**config.mk**
```make
export PLATFORM = sky130hd
export DESIGN_NAME = line_follow_ctrl
export DESIGN_NICKNAME = d
export VERILOG_FILES = /design/src/rtl/line_follow_ctrl.sv
export SDC_FILE = /design/constraint.sdc
export NUM_CORES = 1
export LEC_CHECK = 0
export CORE_MARGIN = 2
export CORE_UTILIZATION = 44
export DETAILED_ROUTE_END_ITERATION = 7
export SYNTH_ARGS = -nofsm -noshare
export SYNTH_HDL_FRONTEND = slang
export SYNTH_SLANG_ARGS = --single-unit
```
**constraint.sdc**
```tcl
create_clock -name clk -period 3.4 [get_ports clk]
set_input_delay 0.51 -clock clk [delete_from_list [all_inputs] [get_ports clk]]
set_output_delay 0.51 -clock clk [all_outputs]
set_load 0.03 [all_outputs]
```
**src/rtl/line_follow_ctrl.sv**
```systemverilog
// Line-follower steering controller: debounced IR array -> weighted position error -> PD law.
// One control iteration per sample tick; a lost line steers hard toward the last side seen.
module line_follow_ctrl #(
    parameter int unsigned SENSORS      = 8,
    parameter int unsigned CLK_HZ       = 100_000_000,
    parameter int unsigned SAMPLE_HZ    = 1000,
    parameter int unsigned KP           = 4,
    parameter int unsigned KD           = 2,
    parameter int unsigned SERVO_CENTER = 128
) (
    input  logic               clk,
    input  logic               rst_n,
    input  logic [SENSORS-1:0] sensors,
    input  logic               enable,
    output logic [7:0]         servo,
    output logic               servo_valid,
    output logic               line_lost
);
    localparam int unsigned DIV = CLK_HZ / SAMPLE_HZ;
    localparam int unsigned DW  = $clog2(DIV);
    localparam int unsigned IW  = $clog2(SENSORS);
    localparam int unsigned CW  = $clog2(SENSORS + 1);

    localparam logic        [7:0]  Center8 = 8'(SERVO_CENTER);
    localparam logic signed [15:0] KpS     = 16'(KP);
    localparam logic signed [15:0] KdS     = 16'(KD);

    typedef enum logic [1:0] {StIdle, StAccum, StCalc, StOut} state_e;

    logic [SENSORS-1:0] meta_q, sync_q, raw_prev_q, filt_q, stable;
    logic [DW-1:0]      div_q, div_d;
    logic               tick;

    state_e             state_q;
    logic [IW-1:0]      idx_q;
    logic [CW-1:0]      cnt_q;
    logic signed [7:0]  sum_q, e_q, e_prev_q, weight, e_calc;
    logic signed [15:0] corr_q, corr_calc, e_ext, ep_ext;
    logic signed [16:0] target;
    logic [7:0]         clamped;
    logic signed [1:0]  last_dir_q;
    logic               lost_path_q;
    logic [7:0]         servo_q;
    logic               valid_q, lost_q;

    // Sample divider: only runs while enabled, parked at zero otherwise.
    always_comb begin
        tick  = enable && (div_q == DW'(DIV - 1));
        div_d = div_q + 1'b1;
        if (!enable || tick) begin
            div_d = '0;
        end
    end

    // A bit only moves into the filter once two consecutive ticks agree on it.
    assign stable = ~(sync_q ^ raw_prev_q);

    always_ff @(posedge clk) begin
        if (!rst_n) begin
            meta_q     <= '0;
            sync_q     <= '0;
            raw_prev_q <= '0;
            filt_q     <= '0;
            div_q      <= '0;
        end else begin
            meta_q <= sensors;
            sync_q <= meta_q;
            div_q  <= div_d;
            if (tick) begin
                raw_prev_q <= sync_q;
                filt_q     <= (filt_q & ~stable) | (sync_q & stable);
            end
        end
    end

    always_comb begin
        weight = 8'(2 * int'(idx_q) - int'(SENSORS) + 1);
        e_calc = sum_q;
        if (cnt_q == CW'(SENSORS)) begin
            e_calc = '0;
        end
        e_ext     = {{8{e_calc[7]}}, e_calc};
        ep_ext    = {{8{e_prev_q[7]}}, e_prev_q};
        corr_calc = KpS * e_ext + KdS * (e_ext - ep_ext);
        target    = {corr_q[15], corr_q} + 17'(SERVO_CENTER);
        clamped   = target[7:0];
        if (target < 0) begin
            clamped = 8'd0;
        end else if (target > 17'sd255) begin
            clamped = 8'd255;
        end
    end

    always_ff @(posedge clk) begin
        if (!rst_n) begin
            state_q     <= StIdle;
            idx_q       <= '0;
            cnt_q       <= '0;
            sum_q       <= '0;
            e_q         <= '0;
            e_prev_q    <= '0;
            corr_q      <= '0;
            last_dir_q  <= '0;
            lost_path_q <= 1'b0;
            servo_q     <= Center8;
            valid_q     <= 1'b0;
            lost_q      <= 1'b0;
        end else if (!enable) begin
            state_q  <= StIdle;
            servo_q  <= Center8;
            e_prev_q <= '0;
            valid_q  <= 1'b0;
        end else begin
            valid_q <= 1'b0;
            unique case (state_q)
                StIdle: begin
                    if (tick) begin
                        state_q <= StAccum;
                        idx_q   <= '0;
                        cnt_q   <= '0;
                        sum_q   <= '0;
                    end
                end
                StAccum: begin
                    if (filt_q[idx_q]) begin
                        sum_q <= sum_q + weight;
                        cnt_q <= cnt_q + 1'b1;
                    end
                    idx_q <= idx_q + 1'b1;
                    if (idx_q == IW'(SENSORS - 1)) begin
                        state_q <= StCalc;
                    end
                end
                StCalc: begin
                    e_q         <= e_calc;
                    corr_q      <= corr_calc;
                    lost_path_q <= (cnt_q == '0);
                    state_q     <= StOut;
                end
                StOut: begin
                    valid_q <= 1'b1;
                    lost_q  <= lost_path_q;
                    state_q <= StIdle;
                    if (lost_path_q) begin
                        if (last_dir_q < 0) begin
                            servo_q <= 8'd0;
                        end else if (last_dir_q > 0) begin
                            servo_q <= 8'd255;
                        end else begin
                            servo_q <= Center8;
                        end
                    end else begin
                        servo_q    <= clamped;
                        e_prev_q   <= e_q;
                        last_dir_q <= e_q[7] ? 2'sb11 : ((e_q != 0) ? 2'sb01 : 2'sb00);
                    end
                end
                default: state_q <= StIdle;
            endcase
        end
    end

    assign servo       = servo_q;
    assign servo_valid = valid_q;
    assign line_lost   = lost_q;

endmodule

```
Word-level counts from Yosys, hierarchy flattened
Index checks and enable logic that the tools add are counted.
{"block": "op_classes", "addsub": 9, "n_lt_le_gt_ge": 5, "eq_ne": 9, "n_mux": 22, "n_bitwise": 8, "n_reduce_logical": 16}
{"operator": "$mux 8", "n": 7}
{"operator": "$reduce_bool 32->1", "n": 1}
{"operator": "$add 17x1->17 const B", "n": 1}
{"operator": "$eq 17x17->1 const B", "n": 1}
{"operator": "$and 8x8->8", "n": 2}
{"operator": "$not 8->8", "n": 2}
{"operator": "$pmux 8 s2", "n": 1}
{"operator": "$add 11x9->12 const B", "n": 1}
{"operator": "$gt 12x9->1 const B", "n": 1}
{"operator": "$lt 12x1->1 const B", "n": 1}
{"operator": "$add 10x10->11", "n": 1}
{"operator": "$reduce_and 2->1", "n": 5}
{"operator": "$sub 8x8->9", "n": 1}
{"operator": "$add 8x6->8", "n": 1}
{"operator": "$mux 4", "n": 2}
{"operator": "$or 8x8->8", "n": 1}
{"operator": "$pmux 2 s4", "n": 1}
{"operator": "$pmux 4 s2", "n": 1}
{"operator": "$xor 8x8->8", "n": 1}
{"operator": "$mux 7", "n": 1}
{"operator": "$add 5x2->6 const B", "n": 1}
{"operator": "$mux 2", "n": 3}
{"operator": "$ne 2x2->1 const B", "n": 3}
{"operator": "$pmux 3 s2", "n": 1}
{"operator": "23 further kinds", "n": 28}
{"block": "totals", "ff_bits": 106, "inputBits": 11, "out_inout_bits": 10, "elab_cells": 86}

Longest topological paths before layout
Gate-level depths: netlist (run 1).
{"block": "depth", "depth_word": 5, "depth_mapped": 18, "depth_no_buf": 18}

Least setup slack after synthesis (run 1)
Ideal clock, no wire load.
{"block": "synth_timing", "path_kind": "register to register", "startpoint": "reg cnt_q[0]", "endpoint": "reg corr_q[9]", "setup_time_ns": 0.117, "arrival_ns": 3.061, "required_time_ns": 3.283, "path_slack_ns": 0.222, "stages_incl_launch_ff": 16, "cell_sequence": "dfxtp_1 > inv_1 > ha_1 > nand3b_4 > and2_1 > inv_1 > fa_1 > xnor2_1 > ha_1 > a21o_1 > a21oi_1 > a311oi_2 > a311oi_2 > a22oi_2 > xnor2_1 > o21ai_1"}
{"block": "synth_via", "elab_chain_len": 4}
{"item": "from (decl)", "line_no": "36", "source": "logic [CW-1:0] cnt_q;"}
{"item": "from (signal assigned)", "line_no": "127", "source": "cnt_q <= cnt_q + 1'b1;"}
{"item": "$eq 4x4->1 (*)", "line_no": "79", "source": "if (cnt_q == CW'(SENSORS)) begin"}
{"item": "$mux 8 (*)", "line_no": "79"}
{"item": "$sub 8x8->9", "line_no": "84", "source": "corr_calc = KpS * e_ext + KdS * (e_ext - ep_ext);"}
{"item": "$add 10x10->11 (*)", "line_no": "84"}
{"item": "to (signal assigned)", "line_no": "136", "source": "corr_q <= corr_calc;"}
{"item": "to (decl)", "line_no": "38", "source": "logic signed [15:0] corr_q, corr_calc, e_ext, ep_ext;"}
Mark *: on every way between the ends. The rest lies on a longest branch, timed or not.
A chain may end at the register's enable or synchronous reset.

Final worst setup path (run 1)
{"block": "layout_timing", "startpoint": "reg cnt_q[0]", "endpoint": "reg corr_q[10] (netlist name)"}
{"block": "layout_via", "elab_chain_len": 4}
{"item": "$eq 4x4->1 (*)", "line_no": "79"}
{"item": "$mux 8 (*)", "line_no": "79"}
{"item": "$sub 8x8->9", "line_no": "84"}
{"item": "$add 10x10->11 (*)", "line_no": "84"}
Marks and branches as above.

==> out/results.txt, run 1 <==
Status = finished clean
Syn Std Cell Area = 5140 µm²
Min-delay src = meta_q[6]
Max Clock Skew = 7.94 ps
First-pass GRT wire length = 18,100 µm
Reg clk slew, reported paths = 70 ps
Critical path peak fanout = 9
EDFF count, synth = 0
Worst setup EP type = register
Final hold violation count = 0
Avg Vias per Cell = 5.32
Die footprint = 12,600 µm²
Setup-failing EPs final = 0
Yosys warning count = 0
Total Wirelength = 10,400 µm
Setup CP Type = register to register
Post-synth ARST share = 0%
Area of the multi-input gates = 2860 µm²
H-tree level count = 3
Netlist cell types = 59
Die width = 112 µm
Worst rel slew slack = 32.4%
Final period util = 96.3%
Endpoint, Worst Hold = sync_q[6]
Slew @ Worst Pin = 1010 ps
Nets = 656
Register Area = 2100 µm²
Clk Latency, worst-skew pair = 350 ps
Root buffer cell = clkbuf_16
Worst Path Arrival = 3570 ps
Detailed Route Iter0 Violations = 179
Fin crit period = 3270 ps
Die height = 112 µm
Min-Delay Path Depth = 1
Routed via count = 4,031
Total power = 2.38 mW
HP Class = register to register
Synth-to-Final Area Change = 14.2%
Port Buffers = 20
Number of global-route vias before repair = 3,942
Max Clk Rate = 306 MHz
CP startpoint kind = register
Most common cell after layout, fill and taps aside = dfxtp_1
Mapped Cells = 591
Pleak = 2.24 nW
P per Cell Area = 405 nW/µm²
WP data required = 3690 ps
Ports = 21
Commonest cells after routing, fill and taps aside = dfxtp_1 (103), nand2_1 (86), a21oi_1 (42), nor2_1 (40), ha_1 (31)
Yosys reg bits = 105
Reg2Reg Capture Point = corr_q[10]
Initial antenna violation count = 0
Ys flop type = dfxtp_1
Share of layout cells above drive strength 1 = 10.1%
CTS Sinks = 105
Fin. max-slew vios = 0
Post-Place Cell Area = 5510 µm²
CTS buffer count = 9
Fill cells = 1,097
Max VDD drop = 0.000374 V
CTS Buffer Depth = 2
Antenna cells = 0
Post-route cell area = 5870 µm²
FP Rows = 39
Pin count of the biggest net entering global routing = 26
GPL Wtd Cong = 0.817
Register-to-Register Path Depth = 15
WL/cell = 13.8 µm
CTS tree = built
Initial Util = 45.0%
First-pass iteration count of the detailed router = 4
Largest area contributor in the netlist = dfxtp_1
DP HPWL = 7600 µm
# hold bufs at CTS = 0
MaxCap Viol Count = 0
Reg-to-Reg Start = cnt_q[0]
Post-synthesis sequential area ratio = 40.9%
Synth top area share = 40.9%
Detail Route Antenna Nets = 0
Detailed-route DRC error count = 0
GRT Resource Usage Total = 17.5%
Congestion Overflow GR = 0
Core footprint = 11,400 µm²
R2R Setup Slk = 130 ps
Ranking of synthesized cells by area = dfxtp_1 (41%), ha_1 (7.8%), nand2_1 (6.3%)
Syn_nets = 637
Mapped Avg Cell Area = 8.70 µm²
## cells in the mapped netlist (all sizes together) (2+ instances only)
master,number
dfxtp,105
nand2,86
a21oi,48
nor2,40
ha,32
inv,31
o21ai,29
and2,27
clkbuf,21
nand3,20
xnor2,19
xor2,18
a21boi,13
and3,13
nor2b,7
o221a,7
a211oi,6
a21o,6
a22oi,5
nor3,5
mux2i,4
nand2b,4
nand4,4
buf,3
fa,3
o21bai,3
a311oi,2
a31oi,2
mux4,2
nand3b,2
nor4,2
nor4b,2
o211ai,2
o22ai,2
## worst max-delay path, cell delays in order, from the launching register on
cell and delay (ps):
dfxtp_2 340, inv_1 50, ha_1 200, nand3b_4 130, and2_1 270, ha_1 220
or2_2 290, o22a_1 190, a21o_2 220, a21oi_1 210, xnor2_1 100, ha_1 350
a21oi_2 200, o21ai_2 100, a21oi_1 170, o221a_2 190
## flip-flops by register name (all words and copies together), names as in the netlist, 3 cells and up, named ones only
name	flops
e_q	8
e_prev_q	8
corr_q	10
meta_q	8
cnt_q	4
raw_prev_q	8
div_q	17
servo	8
idx_q	3
sum_q	8
sync_q	8
## final cells by class
class	instances	area share [%]
multi-input combinational	430	48.8
clock inverter	7	1.51
clock buffer	9	3.84
tap	143	3.05
inverter	32	2.05
timing repair buffer	32	4.94
sequential	105	35.8
## how the worst max path moves through the flow
stage	startpoint	endpoint	slack, ps	cells past startpoint
5_1_grt	cnt_q[1]	corr_q[10]	-30	15
3_3_place_gp	cnt_q[0]	corr_q[9]	110	15
3_5_place_dp	cnt_q[0]	corr_q[9]	-20	15
4_1_cts	cnt_q[0]	corr_q[10]	30	16
6_report	cnt_q[0]	corr_q[10]	130	15
2_1_floorplan	cnt_q[0]	corr_q[9]	220	15
## routing by layer
| layer | up-vias | share of wire (%) | global-route usage (%) |
|---|---|---|---|
| met2 | 37 | 51 | 31.8 |
| li1 | 2067 | - | - |
| met1 | 1916 | 45 | 20.8 |
| met4 | 0 | 1.4 | 4.80 |
| met5 | - | 0 | 0 |
| met3 | 11 | 2.9 | 3.89 |
## per-stage QoR
step	cells	hold slack (ps)	setup TNS, ps	worst slack, ps	utilization [%]
2_1_floorplan	591	412	0	222	-
3_3_place_gp	741	414	0	114	48.3
3_5_place_dp	741	418	-21.4	-21.4	48.3
4_1_cts	757	438	0	32.0	51.1
5_1_grt	758	452	-26.8	-26.8	51.4
6_report	758	435	0	127	51.4
## power by group
group	internal [mW]	leakage, nW	switching [mW]	total [mW]
clock	0.587	0.155	0.496	1.08
combinational	0.0226	1.24	0.0292	0.0518
sequential	1.24	0.850	0.00346	1.24
## repair_timing
item,CTS,global route
endpoints found under the setup margin,1,4
setup buffers,0,1
gates cloned,0,0
pin swaps,0,2
hold endpoints to repair,0,0
gates resized for setup,1,12
## logic make-up (layout without fill, tap and decap cells)
family / after synthesis / after routing / share of synthesized area (%)
simple gates: 220 / 220 / 21.0
mux: 6 / 6 / 1.73
compound gates: 132 / 132 / 17.0
flops: 105 / 105 / 40.9
xor+xnor: 37 / 37 / 6.30
buf+inv: 56 / 80 / 4.16
fa+ha+maj: 35 / 35 / 8.95
Note: power is estimated with default switching activity, not from simulation.
==> inputs of run 2 (changes only) <==
Settings changed: PLACE_DENSITY set to 0.68.
Clock period 3.4 ns to 3.7 ns, I/O delays scaled along.
==> run 2 against run 1 <==
Against the previous run:
- setup slack better by 160 ps
- clock power fell by 17%
- clock-buffer cell count up 2
- critical path type unchanged
- largest cell class unchanged
- largest power group unchanged
==> out/results.txt, run 2 (synthesis results as in run 1) <==
Ports = 21
Pin count of the biggest net entering global routing = 41
Critical Path Start = cnt_q[0]
Worst setup EP type = register
Initial antenna violation count = 0
Post-route cell area = 5750 µm²
Crit path cell chain = inv_1, ha_1, nand3b_4, and2_2, inv_1, fa_1, nor2b_1, o22a_1, a21o_2, a21oi_1, xnor2_1, ha_1, nand2_1, o21ai_1, a21oi_1, o221a_2
Root buffer cell = clkbuf_16
HP Class = register to register
First-pass iteration count of the detailed router = 4
First-pass GRT wire length = 18,300 µm
Total Wirelength = 10,600 µm
Antenna cells = 0
Fin. max-slew vios = 0
Layout Cells excl Fill = 752
Initial Util = 45.0%
H-tree level count = 3
Detailed Route Iter0 Violations = 235
CTS Buffer Depth = 2
R2R Setup Slk = 280 ps
Clock power share = 43.0%
Comb power frac = 2.3%
Crit-path max cell delay = 420 ps
Sw power = 0.451 mW
Total power = 2.09 mW
Status = finished clean
Congestion Overflow GR = 0
WP data required = 3940 ps
Synth-to-Final Area Change = 11.9%
Routed via count = 3,982
Clk Latency, worst-skew pair = 350 ps
Final period util = 92.3%
GRT Resource Usage Total = 17.9%
Commonest cells after routing, fill and taps aside = dfxtp_1 (105), nand2_1 (86), a21oi_1 (47), nor2_1 (40), ha_1 (32)
Sw frac = 21.6%
Reg2Reg Capture Point = corr_q[10]
Max Clock Skew = 13.6 ps
Worst Path Arrival = 3660 ps
Final hold violation count = 0
Final WS setup = 283 ps
P per Cell Area = 363 nW/µm²
Most common cell after layout, fill and taps aside = dfxtp_1
Reg clk slew, reported paths = 70 ps
Detail Route Antenna Nets = 0
Die height = 112 µm
FP Rows = 39
Number of global-route vias before repair = 3,916
GPL Wtd Cong = 0.841
Die width = 112 µm
WL/cell = 14.0 µm
Final TNS setup = 0 ps
Slowest CP cell = fa_1
Setup CP Type = register to register
Fin crit period = 3420 ps
CP startpoint kind = register
Top reg by flops = div_q
Critical path peak fanout = 9
Port Buffers = 20
Min-Delay Path Depth = 1
Die footprint = 12,600 µm²
Endpoint, Worst Hold = sync_q[2]
CTS Sinks = 105
Min-delay src = meta_q[2]
Internal power = 1.64 mW
Nets = 650
Unrepaired setup endpoints after global routing = false
CTS buffer count = 9
Pleak = 2.18 nW
Detailed-route DRC error count = 0
Share of layout cells above drive strength 1 = 7.22%
Setup WS pre-CTS = 209 ps
DP HPWL = 7860 µm
Worst rel slew slack = 31.3%
Reg-to-Reg Start = cnt_q[0]
Register-to-Register Path Depth = 16
Largest regs = div_q (17), corr_q (10)
Avg Vias per Cell = 5.30
Max Clk Rate = 293 MHz
MaxCap Viol Count = 0
Max VDD drop = 0.000321 V
CTS tree = built
Max reg flops = 17
Slew @ Worst Pin = 1020 ps
Setup-failing EPs final = 0
Reg power frac = 54.7%
Core footprint = 11,400 µm²
Post-Place Cell Area = 5470 µm²
Placed insts = 736
-- run 2: cell type report --
| type | count | area [µm²] |
|---|---|---|
| Clock buffer | 11 | 243 |
| Clock inverter | 5 | 37.5 |
| Fill cell | 1111 | 5660 |
| Inverter | 32 | 120 |
| Multi-Input combinational cell | 430 | 2830 |
| Sequential cell | 105 | 2100 |
| Tap cell | 143 | 179 |
| Timing Repair Buffer | 26 | 245 |
-- run 2: stage by stage --
stage | hold WS [ps] | util, %
floorplan | 412 | -
global placement | 414 | 47.9
detailed placement | 419 | 47.9
CTS | 434 | 50.4
finish | 429 | 50.4
global route | 452 | 50.4
-- run 2: worst max-delay path by stage --
stage / endpoint / slack (ps) / cells after the start
floorplan: corr_q[9] / 520 / 15
global placement: corr_q[9] / 350 / 15
detailed placement: corr_q[10] / 210 / 16
CTS: corr_q[10] / 190 / 16
global route: corr_q[9] / 10 / 17
finish: corr_q[10] / 280 / 16
-- run 2: layer usage --
layer | global-route usage, % | up-vias | share of wire, %
li1 | - | 2050 | -
met5 | 0 | - | 0
met2 | 31.0 | 60 | 48
met3 | 4.97 | 11 | 3.6
met1 | 21.7 | 1861 | 46
met4 | 5.69 | 0 | 1.5
-- run 2: critical path, delay by kind of cell, from the launching register on --
family	cells	cell delay (ps)
adder cells (fa/ha/maj)	3	1000
AO/OA/AOI/OAI	6	970
AND/OR/NAND/NOR	4	650
flip-flops	1	400
XOR/XNOR	1	150
buffers and inverters	2	130
-- run 2: power by group through the flow --
stage | combinational [mW] | sequential [mW] | clock (mW)
3_5_place_dp | 0.0477 | 1.17 | 0
3_3_place_gp | 0.0462 | 1.17 | 0
2_1_floorplan | 0.0264 | 1.17 | 0
6_report | 0.0473 | 1.14 | 0.898
4_1_cts | 0.0478 | 1.14 | 0.923
5_1_grt | 0.0519 | 1.14 | 0.979
-- run 2: what timing repair did --
action | 4_1_cts | 5_1_grt
gates resized for setup | 0 | 1
buffers inserted | 0 | 0
hold endpoints to repair | 0 | 0
hold buffers | 0 | 0
endpoints found under the setup margin | 0 | 2
